**config.mk**
```make
export PLATFORM = sky130hd
export DESIGN_NAME = priority_encoder83
export DESIGN_NICKNAME = d
export VERILOG_FILES = /design/src/rtl/priority_encoder83.sv
export SDC_FILE = /design/constraint.sdc
export NUM_CORES = 1
export LEC_CHECK = 0
export ABC_AREA = 1
export CAP_MARGIN = 20
export CORE_AREA = 2 2 39 41
export CTS_BUF_LIST = sky130_fd_sc_hd__clkbuf_4 sky130_fd_sc_hd__clkbuf_8 sky130_fd_sc_hd__clkbuf_16
export CTS_CLUSTER_DIAMETER = 40
export DETAILED_ROUTE_END_ITERATION = 6
export DIE_AREA = 0 0 41 43
export DONT_BUFFER_PORTS = 1
export HOLD_SLACK_MARGIN = 0.15
export SYNTH_ARGS = -nofsm -noshare
export SYNTH_HDL_FRONTEND = slang
export SYNTH_SLANG_ARGS = --single-unit
export TNS_END_PERCENT = 1
```
**constraint.sdc**
```tcl
create_clock -name clk -period 1.93 [get_ports clk]
set_clock_uncertainty 0.15 [all_clocks]
set_input_delay 0.193 -clock clk [delete_from_list [all_inputs] [get_ports clk]]
set_output_delay 0.193 -clock clk [all_outputs]
set_load 0.02 [all_outputs]
```
**src/rtl/priority_encoder83.sv**
```systemverilog
// rtl/priority_encoder83.sv - registered 8-to-3 priority encoder with valid/ack handshake
// Optional sticky overrun flag and port enabled by defining PENC_OVERRUN_EN.
module priority_encoder83 (
    input  logic       clk,
    input  logic       rst_n,
    input  logic       en,
    input  logic [7:0] req,
    input  logic       ack,
    output logic [2:0] code,
    output logic       valid,
    output logic       gs,
    output logic [7:0] pending
`ifdef PENC_OVERRUN_EN
    ,
    output logic       overrun
`endif
);

    typedef enum logic {
        S_IDLE = 1'b0,
        S_HOLD = 1'b1
    } state_t;

    state_t     state_q, state_d;
    logic [2:0] code_q, code_d;
    logic [7:0] pending_q, pending_d;
    logic [7:0] clear_mask;
    logic [2:0] top_index;

`ifdef PENC_OVERRUN_EN
    logic       overrun_q, overrun_d;
`endif

    always_ff @(posedge clk) begin
        if (!rst_n) begin
            state_q   <= S_IDLE;
            code_q    <= 3'd0;
            pending_q <= 8'h00;
`ifdef PENC_OVERRUN_EN
            overrun_q <= 1'b0;
`endif
        end else begin
            state_q   <= state_d;
            code_q    <= code_d;
            pending_q <= pending_d;
`ifdef PENC_OVERRUN_EN
            overrun_q <= overrun_d;
`endif
        end
    end

    // Ascending scan so the highest set bit wins.
    always_comb begin
        top_index = 3'd0;
        for (int i = 0; i < 8; i++) begin
            if (pending_q[i]) begin
                top_index = i[2:0];
            end
        end
    end

    always_comb begin
        state_d    = state_q;
        code_d     = code_q;
        clear_mask = 8'h00;
        case (state_q)
            S_IDLE: begin
                if (en && (pending_q != 8'h00)) begin
                    code_d  = top_index;
                    state_d = S_HOLD;
                end
            end
            S_HOLD: begin
                if (ack) begin
                    clear_mask = 8'h01 << code_q;
                    state_d    = S_IDLE;
                end
            end
            default: state_d = S_IDLE;
        endcase
        // A request arriving on the bit being cleared keeps it pending.
        pending_d = (pending_q & ~clear_mask) | req;
`ifdef PENC_OVERRUN_EN
        overrun_d = overrun_q | (|(req & pending_q & ~clear_mask));
`endif
    end

    always_comb begin
        code    = code_q;
        valid   = (state_q == S_HOLD);
        gs      = |pending_q;
        pending = pending_q;
`ifdef PENC_OVERRUN_EN
        overrun = overrun_q;
`endif
    end

endmodule

```
# After elaboration in Yosys (flattened, before gate mapping)
# Cells that the tools add are included.
# op_classes
n_shift,1
n_mux,12
bitwise,4
reduce_logical,4
# op_table
cell,n
$mux W3,6
$mux W8,2
$and A8 B8 Y8,1
$not A8 Y8,1
$or A8 B8 Y8,1
$reduce_bool A8 Y1,1
$reduce_or A8 Y1,1
$shl A1 B3 Y8 const A,1
$mux W1,3
$pmux W1 S2,1
$reduce_and A2 Y1,1
$logic_and A1 B1 Y1,1
$not A1 Y1,1
# word_totals
regBits,12
input_bits,12
out_inout_bits,13
word_cells,24

# Logic depth before layout (Yosys ltp)
# logic_depth
word_depth,7
depth_mapped,9
mapped_depth_nobuf,9

# Worst setup path before layout
# Ideal clock, no wire load.
# synth_path
kind,reg-to-reg
start,reg pending_q[2] (netlist: pending[2])
end,reg code_q[1] (netlist: code[1])
setup_time_ps,114
arrival_ps,1041
t_required_ps,1666
setup_slack_ps,625
stages_incl_launch_ff,8
cell_sequence,dfxtp_1 inv_1 nand2_1 nor2_1 nand2_2 nand3_4 nor2_1 nor2_2
# synth_between
elab_chain_cells,6
# synth_rtl
item,line,text
"start, declared",26,"logic [7:0] pending_q, pending_d;"
"start signal, assigned",45,pending_q <= pending_d;
$mux W3 (6 in series),56,if (pending_q[i]) begin
"end signal, assigned",44,code_q <= code_d;
"end, declared",25,"logic [2:0] code_q, code_d;"
# Parallel ways exist; a longest one is shown, timed or not.
# A chain may end at the register's enable or synchronous reset.

# Final worst setup path
# layout_path
start,reg state_q (netlist: valid)
end,reg pending_q[2] (netlist: pending[2])
# layout_between
elab_chain_cells,4
# layout_rtl
item,line,text
"start, declared",24,"state_t state_q, state_d;"
"start signal, assigned",43,state_q <= state_d;
$mux W8,66,case (state_q)
$not A8 Y8,82,pending_d = (pending_q & ~clear_mask) | req;
$and A8 B8 Y8,82,
$or A8 B8 Y8,82,
# Every way passes these cells.

==> run summary <==
Chip width -> 41 um
Crit end category -> flip-flop
CTS Buf Count -> 3
RD Place Congestion -> 0.754
Gate power share -> 0.185
Post CTS Setup Buffer Count -> 0
Diodes inserted -> 0
Clk buf depth -> 2
Post-route minimum period -> 1.78 ns
Vias post-DR -> 577
Max FO, Critical Path -> 4
H-tree depth -> 1
Part of the power in registers -> 0.548
First-pass GRT wire length -> 1940 um
Grt total ovfl -> 0
EDFF count, synth -> 0
Ys async rst share -> 0
Hold crit path type -> input port to flip-flop
Post-Synth Adder-Cell Area -> 0
Top cell types by occurrence after synthesis -> 18 x nand2_1, 17 x inv_1, 12 x dfxtp_1, 10 x a21oi_1, 8 x o21ai_0
Leading area contributor after synthesis -> dfxtp_1
Complex-gate fraction of the synthesized area -> 0.170
Initial DRC count -> 7
Clock power frac -> 0.267
Worst hold stages -> 3
Syn Inst Count -> 85
Internal power -> 389 uW
Leakage -> 0.374 nW
Slowest stage delay, CP -> 0.56 ns
Final Hold Fails -> 0
Area growth from synthesis to layout -> 33.6%
Share of cells above drive strength 1 -> 0.117
Antenna violations before repair -> 0
Setup TNS -> 0 ns
CTS root buf -> clkbuf_4
Core area -> 1380 um^2
CTS tree -> built
Net Count, Synth -> 97
Pre-CTS setup slack -> 0.531 ns
DR vias/cell -> 4.85
Peak Freq -> 0.561 GHz
Port Buf Inserts -> 0
# setup viols final -> 0
CP max-delay cell -> dlygate4sd3_1
WP data arrival -> 1.79 ns
Initial Util -> 0.414
Synth Flop Type -> dfxtp_1
Post-Synth Simple-Gate Area -> 0.273
Period utilisation layout -> 0.924
Net Sw Power -> 180 uW
Die area -> 1760 um^2
Rows -> 14
Sink Count -> 12
Tot GR Track Use -> 0.164
#FFs+latches synth -> 12
Worst-Margin Slew -> 0.312 ns
Net Sw Frac -> 0.316
Status -> finished clean
Peak VDD IR -> 0.394 mV
WL per Instance -> 11.0 um
Post-synthesis sequential area ratio -> 0.419
Critical path cell sequence -> nand3_1, o21ai_0, a21oi_1, dlygate4sd3_1
Critical path class -> flip-flop to flip-flop
Mux contribution to synthesized area -> 0
Max-cap viol count -> 0
Clock Latency Late Sink -> 0.27 ns
Slew Limit Headroom -> 0.792
Net count, final -> 117
DP Area -> 593 um^2
Cell Area, Synth -> 573 um^2
Critical Path RT -> 1.94 ns
Final Max Slew Viols -> 0
Vias in the first global route -> 502
Final setup margin -> 0.146 ns
Routed Antenna Nets -> 0
Clock slew at reported path FFs -> 0.07 ns
Die height -> 43 um
First-pass DRT Iterations -> 4
Top-Level Pins -> 25
DRC violations left -> 0
Largest family of logic cells by synthesized area -> simple AND/OR/NAND/NOR gates
Cell with the most instances after synthesis -> nand2_1
Post-synthesis xor/xnor area fraction -> 0
DRT Wirelength -> 1310 um
Startpoint types -> flip-flop
Power density cells -> 743 nW/um^2
Count of cell types in the netlist -> 15
Reg2Reg Depth -> 4
RSZ-0062 raised after global routing -> false
Synth top area cells -> dfxtp_1 42%, nand2_1 12%, inv_1 11%
Yosys warns -> 0
Mapped Avg Cell Area -> 6.74 um^2
Largest net degree at the start of global routing -> 10
Share of the synthesized area in the top cell type -> 0.419
Hpwl dp -> 952 um
Power, Total -> 569 uW
Final instance area -> 766 um^2
## worst paths after layout
path                        start                    end  slack (ns)
max reg2reg      valid$_SDFF_PN0_  pending[2]$_SDFF_PN0_        0.15
min                           ack  pending[6]$_SDFF_PN0_        0.16
min reg2reg  code[2]$_SDFFE_PN0P_   code[2]$_SDFFE_PN0P_        0.44
max              valid$_SDFF_PN0_  pending[2]$_SDFF_PN0_        0.15
## stage by stage
stage,cells,hold slack [ns],util
after floorplan,85,0.163,-
after global placement,101,0.171,0.429
after detailed placement,101,0.176,0.429
after CTS,119,0.158,0.553
after global routing,119,0.179,0.553
final,119,0.159,0.553
## layout by cell type (no fill, tap or decap), types with 3 or more instances in the layout
master	count
nor2_1	5
nand2_1	18
nand3_1	3
dfxtp_1	12
inv_1	17
inv_2	3
clkbuf_4	3
dlygate4sd3_1	15
o21ai_0	8
a21oi_1	10
## worst max-delay path, delay by kind of cell, from the launching register on
family,cells,cell delay [ns]
AO/OA/AOI/OAI,2,0.27
buffers and inverters,1,0.56
flip-flops,1,0.49
AND/OR/NAND/NOR,1,0.21
## state kept, by name, summed over array words and instances (netlist names)
register  cells
code          3
pending       8
valid         1
## layer usage
| layer | vias up | part of all wire | GRT usage |
|---|---|---|---|
| li1 | 298 | - | - |
| met1 | 259 | 0.44 | 0.200 |
| met2 | 16 | 0.47 | 0.247 |
| met3 | 4 | 0.064 | 0.0366 |
| met4 | 0 | 0.019 | 0.100 |
| met5 | - | 0 | 0 |
## cells by family after synthesis
kind of cell | after synthesis
flops | 12
simple gates | 33
compound gates | 19
buf+inv | 21
## final cells by class
type / count / area [um^2]
clock buffers: 3 / 22.5
repair buffers: 15 / 150
multi-input cells: 52 / 254
fillers: 145 / 618
flip-flops and latches: 12 / 240
inverters: 21 / 78.8
well taps: 16 / 20.0
## timing repair
item | CTS | global route
resized for setup | 0 | 0
hold buffers | 15 | 0
endpoints found under the hold margin | 12 | 0
## power by group through the flow
stage | logic, mW | registers, mW | clock network, mW
2_1_floorplan | 0.0645 | 0.313 | 0
3_3_place_gp | 0.0766 | 0.318 | 0
3_5_place_dp | 0.0775 | 0.318 | 0
4_1_cts | 0.105 | 0.312 | 0.157
5_1_grt | 0.119 | 0.315 | 0.165
6_report | 0.105 | 0.312 | 0.152
Note: power is estimated with default switching activity, not from simulation.
